`src/rtl/pll_reset_sequencer_if.sv`:
```
// Status and handshake bundle between the PLL reset sequencer and the logic it releases.
// The sequencer side takes the master modport; consumers and monitors take the slave modport.
interface pll_reset_sequencer_if;
    logic       pll_locked;
    logic       sys_rst_n;
    logic       ready;
    logic [2:0] state;
    logic [7:0] lock_loss_count;
    logic       status_led;

    modport master (
        input  pll_locked,
        output sys_rst_n,
        output ready,
        output state,
        output lock_loss_count,
        output status_led
    );

    modport slave (
        output pll_locked,
        input  sys_rst_n,
        input  ready,
        input  state,
        input  lock_loss_count,
        input  status_led
    );
endinterface

```
`src/rtl/pll_reset_sequencer.sv`:
```
// Turns the raw PLL lock flag into a qualified sys_clk-domain reset/ready pair.
// Lock must hold for STABLE_CYCLES before release; repeated drops while stabilising latch FAULT.
module pll_reset_sequencer #(
    parameter int HOLD_CYCLES   = 256,
    parameter int STABLE_CYCLES = 1_800_000,
    parameter int RETRY_LIMIT   = 4,
    parameter int BLINK_DIV     = 90_000_000
) (
    input  logic                  sys_clk,
    input  logic                  rst_n,
    pll_reset_sequencer_if.master seq
);
    typedef enum logic [2:0] {
        S_HOLD      = 3'd0,
        S_WAIT_LOCK = 3'd1,
        S_STABILIZE = 3'd2,
        S_RUN       = 3'd3,
        S_FAULT     = 3'd4
    } state_t;

    localparam logic [31:0] HOLD_LAST        = 32'(HOLD_CYCLES - 1);
    localparam logic [31:0] STABLE_LAST      = 32'(STABLE_CYCLES - 1);
    localparam logic [31:0] RETRY_MAX        = 32'(RETRY_LIMIT);
    localparam logic [31:0] BLINK_LAST       = 32'(BLINK_DIV - 1);
    localparam logic [31:0] FAULT_BLINK_LAST = 32'(BLINK_DIV / 4 - 1);

    state_t      state_reg, state_next;
    logic [1:0]  sync_reg;
    logic        lk;
    logic [31:0] hold_cnt_reg, hold_cnt_next;
    logic [31:0] stab_cnt_reg, stab_cnt_next;
    logic [31:0] retry_cnt_reg, retry_cnt_next;
    logic [31:0] blink_cnt_reg, blink_cnt_next;
    logic [31:0] blink_limit;
    logic [7:0]  loss_cnt_reg, loss_cnt_next;
    logic        led_reg, led_next;
    logic        sys_rst_n_reg;
    logic        ready_reg;

    assign lk = sync_reg[1];

    always_ff @(posedge sys_clk or negedge rst_n) begin
        if (!rst_n) begin
            sync_reg      <= 2'b00;
            state_reg     <= S_HOLD;
            hold_cnt_reg  <= 32'd0;
            stab_cnt_reg  <= 32'd0;
            retry_cnt_reg <= 32'd0;
            blink_cnt_reg <= 32'd0;
            loss_cnt_reg  <= 8'd0;
            led_reg       <= 1'b1;
            sys_rst_n_reg <= 1'b0;
            ready_reg     <= 1'b0;
        end else begin
            sync_reg      <= {sync_reg[0], seq.pll_locked};
            state_reg     <= state_next;
            hold_cnt_reg  <= hold_cnt_next;
            stab_cnt_reg  <= stab_cnt_next;
            retry_cnt_reg <= retry_cnt_next;
            blink_cnt_reg <= blink_cnt_next;
            loss_cnt_reg  <= loss_cnt_next;
            led_reg       <= led_next;
            sys_rst_n_reg <= (state_next == S_RUN);
            ready_reg     <= (state_next == S_RUN);
        end
    end

    always_comb begin
        state_next     = state_reg;
        hold_cnt_next  = 32'd0;
        stab_cnt_next  = 32'd0;
        retry_cnt_next = retry_cnt_reg;
        loss_cnt_next  = loss_cnt_reg;
        case (state_reg)
            S_HOLD: begin
                if (hold_cnt_reg == HOLD_LAST) state_next = S_WAIT_LOCK;
                else                           hold_cnt_next = hold_cnt_reg + 32'd1;
            end
            S_WAIT_LOCK: begin
                if (lk) state_next = S_STABILIZE;
            end
            S_STABILIZE: begin
                if (lk) begin
                    if (stab_cnt_reg == STABLE_LAST) begin
                        state_next     = S_RUN;
                        retry_cnt_next = 32'd0;
                    end else begin
                        stab_cnt_next = stab_cnt_reg + 32'd1;
                    end
                end else begin
                    retry_cnt_next = retry_cnt_reg + 32'd1;
                    state_next     = (retry_cnt_next == RETRY_MAX) ? S_FAULT : S_WAIT_LOCK;
                end
            end
            S_RUN: begin
                if (!lk) begin
                    state_next = S_HOLD;
                    if (loss_cnt_reg != 8'hFF) loss_cnt_next = loss_cnt_reg + 8'd1;
                end
            end
            S_FAULT: begin
                state_next = S_FAULT;
            end
            default: state_next = S_HOLD;
        endcase

        // Blink phase restarts on every state change; leaving RUN starts from LED off.
        led_next       = led_reg;
        blink_cnt_next = 32'd0;
        blink_limit    = (state_reg == S_FAULT) ? FAULT_BLINK_LAST : BLINK_LAST;
        if (state_next == S_RUN) begin
            led_next = 1'b0;
        end else if (state_next != state_reg) begin
            if (state_reg == S_RUN) led_next = 1'b1;
        end else if (blink_cnt_reg == blink_limit) begin
            led_next = ~led_reg;
        end else begin
            blink_cnt_next = blink_cnt_reg + 32'd1;
        end
    end

    assign seq.sys_rst_n       = sys_rst_n_reg;
    assign seq.ready           = ready_reg;
    assign seq.state           = state_reg;
    assign seq.lock_loss_count = loss_cnt_reg;
    assign seq.status_led      = led_reg;
endmodule
```
`src/flat_wrapper.sv`:
```
// flat-port wrapper written by rule: the top's interface ports become plain ports
module pll_reset_sequencer_flat 
#(
    parameter int HOLD_CYCLES   = 256,
    parameter int STABLE_CYCLES = 1_800_000,
    parameter int RETRY_LIMIT   = 4,
    parameter int BLINK_DIV     = 90_000_000
)
  (sys_clk, rst_n, seq_pll_locked, seq_sys_rst_n, seq_ready, seq_state, seq_lock_loss_count, seq_status_led);
  pll_reset_sequencer_if seq_i ();
  input  logic sys_clk;
  input  logic rst_n;
  input wire logic [$bits(seq_i.pll_locked)-1:0] seq_pll_locked;
  output wire logic [$bits(seq_i.sys_rst_n)-1:0] seq_sys_rst_n;
  output wire logic [$bits(seq_i.ready)-1:0] seq_ready;
  output wire logic [$bits(seq_i.state)-1:0] seq_state;
  output wire logic [$bits(seq_i.lock_loss_count)-1:0] seq_lock_loss_count;
  output wire logic [$bits(seq_i.status_led)-1:0] seq_status_led;
  assign seq_i.pll_locked = seq_pll_locked;
  assign seq_sys_rst_n = seq_i.sys_rst_n;
  assign seq_ready = seq_i.ready;
  assign seq_state = seq_i.state;
  assign seq_lock_loss_count = seq_i.lock_loss_count;
  assign seq_status_led = seq_i.status_led;
  pll_reset_sequencer #(.HOLD_CYCLES(HOLD_CYCLES), .STABLE_CYCLES(STABLE_CYCLES), .RETRY_LIMIT(RETRY_LIMIT), .BLINK_DIV(BLINK_DIV)) u_core (.sys_clk(sys_clk), .rst_n(rst_n), .seq(seq_i));
endmodule
```
`config.mk`:
```
export PLATFORM = sky130hd
export DESIGN_NAME = pll_reset_sequencer_flat
export DESIGN_NICKNAME = d
export VERILOG_FILES = /design/src/rtl/pll_reset_sequencer_if.sv /design/src/rtl/pll_reset_sequencer.sv /design/src/flat_wrapper.sv
export SDC_FILE = /design/constraint.sdc
export NUM_CORES = 1
export LEC_CHECK = 0
export ABC_AREA = 1
export BUFFER_PORTS_ARGS = -buffer_cell sky130_fd_sc_hd__buf_2
export CAP_MARGIN = 20
export CORE_AREA = 4 4 108 152
export DETAILED_ROUTE_END_ITERATION = 6
export DIE_AREA = 0 0 112 156
export GPL_ROUTABILITY_DRIVEN = 0
export PLACE_DENSITY = 0.7
export SYNTH_ARGS = -nofsm -noshare
export SYNTH_HDL_FRONTEND = slang
export SYNTH_SLANG_ARGS = --single-unit
```
`constraint.sdc`:
```
create_clock -name sys_clk -period 6 [get_ports sys_clk]
set_input_delay 0.9 -clock sys_clk [delete_from_list [all_inputs] [get_ports sys_clk]]
set_output_delay 0.9 -clock sys_clk [all_outputs]
set_load 0.05 [all_outputs]
```
# [After elaboration in Yosys (flattened, before gate mapping)]
# Index checks and enable logic that the tools add are counted.
[totals] regBits=143 inputBits=3 out_inout_bits=14 wordCells=56
[op_classes] add_sub_neg=5 n_eq_ne=13 n_mux=22 n_bitwise=2 reduce_logical=5
[op_table] op="two-way mux 32 bit" count=10
[op_table] op="adder 32 x 1 -> 32 bit (second input constant)" count=4
[op_table] op="equality test 32 x 21 -> 1 bit (second input constant)" count=1
[op_table] op="equality test 32 x 3 -> 1 bit (second input constant)" count=1
[op_table] op="equality test 32 bit" count=1
[op_table] op="equality test 32 x 8 -> 1 bit (second input constant)" count=1
[op_table] op="two-way mux 27 bit" count=1
[op_table] op="two-way mux 3 bit" count=6
[op_table] op="one-hot mux 3 bit (5 select lines)" count=1
[op_table] op="equality test 3 x 2 -> 1 bit (second input constant)" count=3
[op_table] op="adder 8 x 1 -> 8 bit (second input constant)" count=1
[op_table] op="!= test 8 bit (second input constant)" count=1
[op_table] op="two-way mux 1 bit" count=4
[op_table] op="AND reduction 2 bit" count=2
[op_table] op="equality test 3 x 1 -> 1 bit (second input constant)" count=1
[op_table] op="equality test 3 bit (second input constant)" count=1
[op_table] op="logical NOT 3 bit" count=1
[op_table] op="!= test 3 x 2 -> 1 bit (second input constant)" count=1
[op_table] op="!= test 3 bit" count=1
[op_table] op="AND reduction 3 bit" count=1
[op_table] op="nonzero test 3 bit" count=1
[op_table] op="!= test 2 bit (second input constant)" count=1
[op_table] op="inverter 1 bit" count=2

# [Logic depth before layout (Yosys ltp)]
# Gate-level depths: netlist of the first run.
[depth] ltp_word=8 mapped_depth=20 depth_no_buf=20

# [Worst setup path before layout of the first run]
# Ideal clock, no wire load.
[synth_path] path_type="reg-to-reg" from="register u_core.retry_cnt_reg[1]" to="register u_core.blink_cnt_reg[30]" setup_ns=0.080 arrival_time_ns=2.235 t_required_ns=5.920 path_slack_ns=3.685 path_stages_with_launch=19 n_path_buf=1 period_less_slack_ns=2.315 path_cell_list="dfrtp_1 -> ha_1 -> nand2_2 -> nor2_4 -> nand2_4 -> nor2_4 -> nand2_1 -> nand2_1 -> nand2_1 -> nor2_1 -> nand2_1 -> nor2_1 -> nand3_1 -> nand2_2 -> nand2_4 -> a21oi_2 -> nand2_2 -> buf_6 -> nor3_4"
[synth_between] elab_chain_cells=8 elab_cells_between_ends=9 cone_classes="add/sub (1); eq/ne (3); mux (5)"
[synth_rtl] item="start: declaration" line_no="pll_reset_sequencer.sv:32" text="logic [31:0] retry_cnt_reg, retry_cnt_next;"
[synth_rtl] item="start signal: assignment" line_no="pll_reset_sequencer.sv:59" text="retry_cnt_reg <= retry_cnt_next;"
[synth_rtl] item="adder 32 x 1 -> 32 bit (*)" line_no="pll_reset_sequencer.sv:91" text="retry_cnt_next = retry_cnt_reg + 32'd1;"
[synth_rtl] item="equality test 32 x 3 -> 1 bit (*)" line_no="pll_reset_sequencer.sv:92" text="state_next = (retry_cnt_next == RETRY_MAX) ? S_FAULT : S_WAIT_LOCK;"
[synth_rtl] item="two-way mux 3 bit (*)" line_no="pll_reset_sequencer.sv:92"
[synth_rtl] item="two-way mux 3 bit (*)" line_no="pll_reset_sequencer.sv:83" text="if (lk) begin"
[synth_rtl] item="one-hot mux 3 bit (5 select lines) (*)" line_no="pll_reset_sequencer.sv:74" text="case (state_reg)"
[synth_rtl] item="via u_core.state_next[0]" line_no="pll_reset_sequencer.sv:27" text="state_t state_reg, state_next;"
[synth_rtl] item="!= test 3 bit" line_no="pll_reset_sequencer.sv:113" text="end else if (state_next != state_reg) begin"
[synth_rtl] item="two-way mux 32 bit" line_no="pll_reset_sequencer.sv:113"
[synth_rtl] item="two-way mux 32 bit (*)" line_no="pll_reset_sequencer.sv:111" text="if (state_next == S_RUN) begin"
[synth_rtl] item="via u_core.blink_cnt_next[30]" line_no="pll_reset_sequencer.sv:33" text="logic [31:0] blink_cnt_reg, blink_cnt_next;"
[synth_rtl] item="end signal: assignment" line_no="pll_reset_sequencer.sv:60" text="blink_cnt_reg <= blink_cnt_next;"
[synth_rtl] item="end: declaration" line_no="pll_reset_sequencer.sv:33"
# Mark *: on every way through the listed nets, which the timed path passes. The rest lies on a longest branch.
# A chain may end at the register's enable or synchronous reset.

# [Worst setup path after layout of the first run]
[layout_path] from="register u_core.retry_cnt_reg[1]" to="register u_core.blink_cnt_reg[3]"
# The elaborated chain is that of the path after synthesis.

==> results of run 1 <==
-- synthesized netlist by cell type, types with 6 or more instances --
cell,instances
a21oi_1,35
clkbuf_1,13
dfrtp_1,142
inv_1,142
nand2_1,227
nand2_2,6
nand3_1,78
nand4_1,30
nor2_1,174
nor2_2,9
nor2_4,7
nor3_1,44
nor3b_1,8
nor4_1,19
o21a_1,8
o21ai_0,47
xnor2_1,9
xor2_1,41
-- cell families (layout without fill, tap and decap cells) --
kind of cell / count (synthesis) / count (layout)
adders and majority gates: 5 / 5
AOI/OAI and AO/OA: 110 / 110
buffers and inverters: 160 / 194
xor gates and xnor gates: 50 / 50
DFF: 143 / 143
and+or+nand+nor: 617 / 617
-- worst paths after layout --
path | startpoint | to | slack [ns] | cells after the start
max | u_core.retry_cnt_reg[1] | u_core.blink_cnt_reg[3] | 2.93 | 17
max in group asynchronous | rst_n | u_core.blink_cnt_reg[16] | 4.28 | 2
min | u_core.sync_reg[0] | u_core.sync_reg[1] | 0.35 | 0
max reg2reg | u_core.retry_cnt_reg[1] | u_core.blink_cnt_reg[3] | 2.93 | 17
min reg2reg | u_core.sync_reg[0] | u_core.sync_reg[1] | 0.35 | 0
min in group asynchronous | rst_n | u_core.stab_cnt_reg[17] | 0.54 | 1
-- metrics by stage --
stage / hold WS [ns] / cell area, sq um / power, mW / cells
after floorplan: 0.331 / 8150 / 0.987 / 1085
after global placement: 0.353 / 8420 / 1.01 / 1280
after detailed placement: 0.350 / 8420 / 1.01 / 1280
after CTS: 0.356 / 9000 / 2.06 / 1311
after global routing: 0.355 / 9000 / 2.11 / 1311
final: 0.353 / 9000 / 2.03 / 1311
-- power groups by stage --
stage          clock (mW)  sequential [mW]  combinational (mW)
3_3_place_gp            0            0.983              0.0259
3_5_place_dp            0            0.983              0.0260
4_1_cts              1.07            0.966              0.0260
5_1_grt              1.11            0.965              0.0291
6_report             1.04            0.966              0.0239
2_1_floorplan           0            0.983             0.00326
-- layout make-up --
class	instances	area (sq um)
inverter	143	537
sequential	143	3580
tap	192	240
fill	1406	5920
clock inverter	10	111
clock buffer	21	470
timing repair buffer	20	116
multi-input combinational	782	3950
-- routing by layer --
metal	GRT usage	share of wire	vias up
met3	0.0493	0.038	31
met1	0.259	0.43	3315
li1	-	-	3577
met4	0.0779	0.022	0
met5	0	0	-
met2	0.393	0.51	130
-- placed cells by master (no fill, tap or decap), types with 2 or more instances in the layout --
cell / n
a21oi_1: 35
a21oi_2: 2
a31oi_1: 2
a32o_1: 3
and2_1: 2
buf_2: 15
buf_4: 4
bufinv_16: 2
clkbuf_16: 17
clkbuf_8: 3
clkinv_2: 4
clkinvlp_4: 3
dfrtp_1: 142
ha_1: 5
inv_1: 142
nand2_1: 227
nand2_2: 6
nand2_4: 3
nand3_1: 78
nand4_1: 30
nor2_1: 174
nor2_2: 9
nor2_4: 7
nor3_1: 43
nor3_2: 3
nor3_4: 4
nor3b_1: 8
nor4_1: 19
o21a_1: 8
o21ai_0: 47
o21ai_1: 2
o22ai_1: 5
or2_2: 2
xnor2_1: 9
xor2_1: 41
-- critical path, delay by kind of cell, from the launching register on --
kind | cells | cell delay [ns]
AO/OA/AOI/OAI | 1 | 0.14
flip-flops | 1 | 0.41
adder cells (fa/ha/maj) | 1 | 0.29
AND/OR/NAND/NOR | 15 | 2.09
==> flow_metrics.tcl, run 1 <==
set metrics [dict create \
    run_status "finished clean" \
    muxShareOfSynthArea 0 \
    nets 1115 \
    htreeDepth 4 \
    vias 7053 \
    core_area_sq_um 14900 \
    leakage_nw 3.87 \
    synthCells 1085 \
    io_buffers 16 \
    switching_share 0.209 \
    yosys.area_share.simple 0.345 \
    synth_xor_area_frac 0.0537 \
    setup_ws_ns 2.93 \
    fmax_mhz 326 \
    detail-route-antenna-nets 0 \
    grt_use_total 0.219 \
    hold_viol_final 0 \
    cts_max_path_buffers 2 \
    synthArstFlopShare 1.00 \
    worstSetupStartpointType "flop" \
    cp_slowest_cell "nand2_2" \
    rsz0062_at_grt "false" \
    crit_chain "ha_1 -> nand2_2 -> nor2_4 -> nand2_4 -> nor2_4 -> nand2_1 -> nand2_1 -> nand2_1 -> nor2_1 -> nand2_1 -> nor2_1 -> nand3_1 -> nand2_2 -> nand2_4 -> a21oi_2 -> nand2_2 -> nor3b_1" \
    drc_errors 0 \
    clockPowerShare 0.513 \
    tritoncts "yes" \
    powerDensity_nw_per_um2 226 \
    setup_tns_ns 0 \
    viasPerCell 5.38 \
    synth_ff_type "dfrtp_1" \
    die_w_um 112 \
    path_clk_slew_ns 0.06 \
    maxSlewHeadroom 0.434 \
    top_level_ports 17 \
    dp_hpwl_um 12900 \
    worstSetupPathType "reg -> reg" \
    synthAdderAreaFrac 0.00768 \
    grt_pass1_vias 6994 \
    drv_cap 0 \
    syn_to_final_growth_pct 10.5 \
    avgRoutedWirePerCell_um 13.6 \
    synth_compound_area_frac 0.0769 \
    synth_top_family_by_area "simple AND/OR/NAND/NOR gates" \
    hold_buffers 0 \
    min_period_ns 3.07 \
    fp-row-count 53 \
    clk_latency_ns 0.43 \
    synth_area_sq_um 8150 \
    pre_cts_ws_ns 2.92 \
    ys_ff_latch 143 \
    fin_skew_ns 0.00687 \
    synth.net_count 1093 \
    setup_violations 0 \
    synth_edf_count 0 \
    clock-root-buffer "clkbuf_16" \
    numClockSinks 143 \
    p_switching_mw 0.424 \
    power_frac_comb 0.012 \
    grt_pass1_wl_um 31500 \
    drv_slew 0 \
    grt_max_degree 90 \
    cts_buffers 17 \
    synth.top_cell.area_share 0.436 \
    arrival_ns 3.40 \
    initial_core_util 0.546 \
    min_path_type "reg -> reg" \
    synth_area_leaders "dfrtp_1 44%, nand2_1 10%, nor2_1 8.0%, inv_1 6.5%, nand3_1 4.8%" \
    first_pass_iters 5 \
    cp_slowest_stage_delay_ns 0.46 \
    drtIter0Drc 381 \
    cp.required_ns 6.33 \
    postLayoutCoreUtil 0.603 \
    vdd_drop_max_mv 0.170 \
    intPower_mw 1.61 \
    period_share 0.511 \
    antenna_cells 0 \
    critPathMaxFanout 33 \
    gr-total-overflow 0 \
    synth_area_per_cell_sq_um 7.51 \
    antenna_found_initial 0 \
    cpMostUsedCell "nand2_1" \
    seq_power_share 0.475 \
    yosysTopAreaCell "dfrtp_1" \
    synth_cell_types 41 \
    totalWireLength_um 17900 \
    die_h_um 156 \
    drive_above_1_share 0.0804 \
    cp-end-kind "flop" \
    post_cts_resize_count 0 \
    synth_seq_area_share 0.439 \
    worst_slew_pin_slew_ns 0.848 \
    cts_setup_buffers 0 \
    ys_warn_count 0 \
    dieArea_sq_um 17500 \
]
No activity file was read; power rests on OpenSTA's default activity.
==> run 2: changes to the inputs <==
--- a/config.mk
+++ b/config.mk
@@ -5,14 +5,14 @@
 export SDC_FILE = /design/constraint.sdc
 export NUM_CORES = 1
 export LEC_CHECK = 0
-export ABC_AREA = 1
+export ABC_AREA = 0
 export BUFFER_PORTS_ARGS = -buffer_cell sky130_fd_sc_hd__buf_2
 export CAP_MARGIN = 20
-export CORE_AREA = 4 4 108 152
+export CORE_AREA = 4 4 105 147
 export DETAILED_ROUTE_END_ITERATION = 6
-export DIE_AREA = 0 0 112 156
+export DIE_AREA = 0 0 109 151
 export GPL_ROUTABILITY_DRIVEN = 0
-export PLACE_DENSITY = 0.7
+export PLACE_DENSITY = 0.71
 export SYNTH_ARGS = -nofsm -noshare
 export SYNTH_HDL_FRONTEND = slang
 export SYNTH_SLANG_ARGS = --single-unit
==> constraint.sdc (replaced) <==
create_clock -name sys_clk -period 3.03 [get_ports sys_clk]
set_input_delay 0.4545 -clock sys_clk [delete_from_list [all_inputs] [get_ports sys_clk]]
set_output_delay 0.4545 -clock sys_clk [all_outputs]
set_load 0.05 [all_outputs]
==> run 2 against run 1 <==
  * Final area fell by 5.7%
  * Combinational power increased by 95%
  * Count of clock-buffer cells in the layout shrank 3
  * Critical path type unchanged
  * Highest routed layer unchanged
==> flow_metrics.tcl, run 2 <==
set metrics [dict create \
    run_status "finished clean" \
    synth_edf_count 0 \
    hold_viol_final 0 \
    syn_to_final_growth_pct 10.6 \
    detail-route-antenna-nets 0 \
    worstSetupStartpointType "flop" \
    cp.required_ns 3.35 \
    drc_errors 0 \
    min_path_type "in -> async" \
    die_w_um 109 \
    total_power_mw 3.92 \
    synth.net_count 853 \
    ys_warn_count 0 \
    clock-root-buffer "clkbuf_16" \
    grt_max_degree 90 \
    totalWireLength_um 15900 \
    tritoncts "yes" \
    top_level_ports 17 \
    yosysTopAreaCell "dfrtp_1" \
    drive_above_1_share 0.104 \
    gr-total-overflow 0 \
    synth_area_sq_um 7670 \
    yosysMostFrequentCell "dfrtp_1" \
    postLayoutCoreUtil 0.595 \
    avgRoutedWirePerCell_um 15.0 \
    vdd_drop_max_mv 0.313 \
    initial_core_util 0.538 \
    fp-row-count 52 \
    dp_hpwl_um 10600 \
    worst-path-buf-inv 0 \
    synthTopCellsByCount "142 x dfrtp_1, 140 x nor2_1, 82 x nand2_1" \
    vias 6074 \
    drtIter0Drc 258 \
    worst_slew_pin_slew_ns 0.832 \
    fmax_mhz 355 \
    numClockSinks 143 \
    final_cell_mix "142 x dfrtp_1, 140 x nor2_1, 82 x nand2_1, 56 x xor2_1, 55 x nand3_1" \
    crit_family "simple AND/OR/NAND/NOR gates" \
    grt_pass1_vias 6046 \
    cp_slowest_stage_delay_ns 0.48 \
    drv_cap 0 \
    highest_layer "met4" \
    min_period_ns 2.81 \
    io_buffers 16 \
    mostFrequentLayoutCell "dfrtp_1" \
    antenna_found_initial 0 \
    fin_skew_ns 0.00986 \
    leakage_nw 3.67 \
    antenna_cells 0 \
    grt_use_total 0.211 \
    maxSlewHeadroom 0.445 \
    synth_ff_type "dfrtp_1" \
    cts_buffers 17 \
    cts_max_path_buffers 2 \
    met3_length_um 536 \
    worstSetupPathType "reg -> reg" \
    htreeDepth 4 \
    synth_cell_types 64 \
    rsz0062_at_grt "false" \
    synth.top_cell.area_share 0.463 \
    dieArea_sq_um 16500 \
    synth_seq_area_share 0.467 \
    fillCellCount 1212 \
    setup_tns_ns 0 \
    first_pass_iters 4 \
    setup_violations 0 \
    synth_area_per_cell_sq_um 9.08 \
    cp-end-kind "flop" \
    route.met2.wl_um 8040 \
    synth_area_leaders "dfrtp_1 46%, nor2_1 6.9%, xor2_1 6.4%, xnor2_1 5.8%, nand2_1 4.0%" \
    viasPerCell 5.75 \
    core_area_sq_um 14200 \
    cp_slowest_cell "or3_1" \
    period_share 0.928 \
    critPathMaxFanout 6 \
    hold_buffers 0 \
    powerDensity_nw_per_um2 462 \
    grt_pass1_wl_um 27800 \
    die_h_um 151 \
    synthCells 845 \
    path_clk_slew_ns 0.06 \
    ys_ff_latch 143 \
    arrival_ns 3.13 \
    wl_met1_um 6790 \
    drv_slew 0 \
    clk_latency_ns 0.43 \
    crit_chain "ha_1 -> nand3_1 -> or3_1 -> nor3_2 -> and3_1 -> o2111ai_1 -> a2111oi_4 -> nor2_2 -> o21a_1" \
    nets 863 \
    synthArstFlopShare 1.00 \
]
[run 2: cell count changes in the layout (fill, tap and decap cells not counted), moves of 15 or more]
| cell | change |
|---|---|
| and3_1 | +23 |
| inv_1 | -131 |
| nand2_1 | -145 |
| nand3_1 | -23 |
| nor2_1 | -34 |
| nor3_1 | -25 |
| xnor2_1 | +42 |
| xor2_1 | +15 |
[run 2: worst paths after layout]
kind                                          from                       end  slack, ns  cells past startpoint
max                        u_core.retry_cnt_reg[0]      u_core.seq.sys_rst_n       0.22                      9
min                                          rst_n  u_core.retry_cnt_reg[16]       0.10                      1
max reg2reg                u_core.retry_cnt_reg[0]      u_core.seq.sys_rst_n       0.22                      9
min reg2reg                     u_core.sync_reg[0]        u_core.sync_reg[1]       0.35                      0
max in group asynchronous                    rst_n   u_core.stab_cnt_reg[18]       2.19                      2
min in group sys_clk                seq_pll_locked        u_core.sync_reg[0]       0.13                      1
[run 2: through the flow]
step           cells  area (sq um)  hold WS [ns]  setup slack [ns]
2_1_floorplan    845          7670         0.159             0.490
3_3_place_gp    1023          7910         0.339             0.246
3_5_place_dp    1023          7910         0.344             0.158
4_1_cts         1054          8460         0.110             0.135
5_1_grt         1056          8480         0.116            0.0126
6_report        1056          8480         0.100             0.217
[run 2: logic make-up after synthesis]
kind of cell	count (synthesis)	share of synthesized area
AOI/OAI and AO/OA	116	0.0938
xor gates and xnor gates	107	0.122
adders and majority gates	5	0.00816
buffers and inverters	52	0.0334
DFF	143	0.467
muxes	1	0.00131
and+or+nand+nor	421	0.274
[run 2: what timing repair did]
item	CTS	global route
setup endpoints to repair	0	3
buffers inserted	0	2
gates resized for setup	0	1
[run 2: report_power, final]
| group | total [mW] | leakage, nW | internal [mW] | switching [mW] |
|---|---|---|---|---|
| registers | 1.91 | 1.96 | 1.91 | 0.000488 |
| clock network | 1.96 | 0.264 | 1.14 | 0.815 |
| logic | 0.0466 | 1.45 | 0.00620 | 0.0404 |
| total | 3.92 | 3.67 | 3.06 | 0.856 |
[run 2: area by class of cell]
type | count | area (sq um) | share of cell area
clock buffers | 18 | 439 | 0.0518
repair buffers | 32 | 231 | 0.0273
multi-input cells | 650 | 3840 | 0.453
well taps | 189 | 236 | 0.0279
inverters | 11 | 41.3 | 0.00487
flip-flops and latches | 143 | 3580 | 0.422
clock inverters | 13 | 115 | 0.0136
[run 2: metal layers]
metal	up-vias	global-route usage
li1	2959	-
met1	2959	0.255
met2	119	0.353
met3	37	0.0478
met4	0	0.105
met5	-	0
==> run 3: changes to the inputs <==
--- a/config.mk
+++ b/config.mk
@@ -8,11 +8,12 @@
 export ABC_AREA = 0
 export BUFFER_PORTS_ARGS = -buffer_cell sky130_fd_sc_hd__buf_2
 export CAP_MARGIN = 20
-export CORE_AREA = 4 4 105 147
+export CORE_AREA = 4 4 110 154
+export CTS_BUF_LIST = sky130_fd_sc_hd__clkbuf_16
 export DETAILED_ROUTE_END_ITERATION = 6
-export DIE_AREA = 0 0 109 151
+export DIE_AREA = 0 0 114 158
 export GPL_ROUTABILITY_DRIVEN = 0
-export PLACE_DENSITY = 0.71
+export PLACE_DENSITY = 0.65
 export SYNTH_ARGS = -nofsm -noshare
 export SYNTH_HDL_FRONTEND = slang
 export SYNTH_SLANG_ARGS = --single-unit
==> run 3 against run 2 <==
  * Final cell count up 0.95%
  * Largest power group unchanged
  * Sequential power barely moved
  * Routed wire length is 2.4% higher
  * Count of clock-buffer cells in the layout down 1
  * Combinational power decreased by 3%
  * Global-route usage down 1.8 points
  * Utilization shrank 4.3 points
  * First-iteration DRC count fell by 2.7%
==> flow_metrics.tcl, run 3 (synthesis results as in run 2) <==
set metrics [dict create \
    htreeDepth 4 \
    vias 6095 \
    clock-root-buffer "clkbuf_16" \
    clk_latency_ns 0.42 \
    period_share 0.953 \
    cp-endpoint "u_core.seq.sys_rst_n" \
    grt_use_total 0.193 \
    grt_pass1_vias 6174 \
    cp.required_ns 3.34 \
    die_w_um 114 \
    first_pass_iters 5 \
    worstSetupPathType "reg -> reg" \
    syn_to_final_growth_pct 12.0 \
    stdcell_area_sq_um 8590 \
    grt_pass1_wl_um 28600 \
    total_power_mw 4.18 \
    min_path_type "in -> async" \
    power_frac_comb 0.011 \
    setup_violations 0 \
    powerDensity_nw_per_um2 487 \
    switching_share 0.197 \
    path_clk_slew_ns 0.06 \
    worst_slew_pin_slew_ns 0.669 \
    clockPowerShare 0.532 \
    nets 866 \
    drv_cap 0 \
    die_h_um 158 \
    rsz0062_at_grt "false" \
    fmax_mhz 346 \
    cts_max_path_buffers 2 \
    detail-route-antenna-nets 0 \
    drive_above_1_share 0.102 \
    hold_viol_final 0 \
    worstSetupStartpointType "flop" \
    timing.rr.end "u_core.seq.sys_rst_n" \
    run_status "finished clean" \
    gr-total-overflow 0 \
    tritoncts "yes" \
    avgRoutedWirePerCell_um 15.2 \
    p_switching_mw 0.826 \
    critPathMaxFanout 14 \
    top_level_ports 17 \
    maxSlewHeadroom 0.551 \
    core_area_sq_um 15500 \
    viasPerCell 5.72 \
    rr_worst_depth 9 \
    grt_max_degree 74 \
    pre_cts_ws_ns 0.180 \
    dieArea_sq_um 18000 \
    hold_buffers 0 \
    drv_slew 0 \
    vdd_drop_max_mv 0.428 \
    cts_buffers 17 \
    final_cell_mix "142 x dfrtp_1, 140 x nor2_1, 82 x nand2_1, 56 x xor2_1, 55 x nand3_1" \
    setup_ws_ns 0.141 \
    fin_skew_ns 0.0107 \
    seq_power_share 0.457 \
    drtIter0Drc 251 \
    dpl-instance-area_sq_um 7950 \
    totalWireLength_um 16200 \
    leakage_nw 3.73 \
    worstSetupStartpoint "u_core.retry_cnt_reg[5]" \
    antenna_cells 0 \
    fp-row-count 54 \
    mostFrequentLayoutCell "dfrtp_1" \
    io_buffers 16 \
    numClockSinks 143 \
    cp-end-kind "flop" \
    antenna_found_initial 0 \
    arrival_ns 3.20 \
    regToRegSetupSlack_ns 0.14 \
    drc_errors 0 \
    initial_core_util 0.493 \
    reg2reg_from "u_core.retry_cnt_reg[5]" \
    min_period_ns 2.89 \
    setup_tns_ns 0 \
    intPower_mw 3.36 \
    dp_hpwl_um 11100 \
]
==> run 3: cell count changes in the layout (fill, tap and decap cells not counted), sizes merged <==
cell      before  now
clkbuf        18   17
bufinv         1    5
inv           13   12
clkinvlp       4    2
buf           32   35
==> run 3: per-stage QoR <==
step / std cells / utilization / hold slack, ns
global placement: 1034 / 0.512 / 0.351
floorplan: 845 / - / 0.159
detailed placement: 1034 / 0.512 / 0.362
global route: 1066 / 0.552 / 0.0881
finish: 1066 / 0.552 / 0.0432
CTS: 1065 / 0.552 / 0.0752
==> run 3: power groups by stage <==
stage	clock network [mW]	logic (mW)	registers [mW]
after floorplan	0	0.00240	1.95
after global placement	0	0.0478	1.95
after detailed placement	0	0.0484	1.95
after CTS	2.28	0.0487	1.91
after global routing	2.36	0.0535	1.91
final	2.23	0.0450	1.91
==> run 3: what timing repair did <==
| action | CTS | global route |
|---|---|---|
| endpoints found under the setup margin | 0 | 3 |
| resized for setup | 0 | 1 |
| buffers inserted | 0 | 1 |
==> run 3: final cells by class <==
cell class | count | area (sq um)
fillers | 1395 | 6950
multi-input cells | 650 | 3840
flip-flops and latches | 143 | 3580
clock buffers | 17 | 425
repair buffers | 35 | 254
well taps | 196 | 245
clock inverters | 14 | 199
inverters | 11 | 41.3
==> run 3: worst min path at each step <==
stage / endpoint / slack, ns / cells after the start / start
2_1_floorplan: u_core.blink_cnt_reg[0] / 0.16 / 0 / rst_n
3_3_place_gp: u_core.sync_reg[1] / 0.35 / 0 / u_core.sync_reg[0]
3_5_place_dp: u_core.sync_reg[1] / 0.36 / 0 / u_core.sync_reg[0]
4_1_cts: u_core.stab_cnt_reg[16] / 0.08 / 1 / rst_n
5_1_grt: u_core.stab_cnt_reg[29] / 0.09 / 1 / rst_n
6_report: u_core.stab_cnt_reg[29] / 0.04 / 1 / rst_n
==> run 3: routing by layer <==
metal / global-route usage / part of all wire
met1: 0.231 / 0.43
met2: 0.336 / 0.51
met3: 0.0432 / 0.037
met4: 0.0792 / 0.022
met5: 0 / 0
==> run 3: worst max-delay path, stage by stage, from the launching register on <==
cell and delay [ns]:
dfrtp_1 0.51, nand4_4 0.21, or3_4 0.45, nor3_4 0.39, nand4_1 0.14, a221o_1 0.41, a2111oi_4 0.27, buf_4 0.19
nor2_2 0.03, o21a_1 0.17
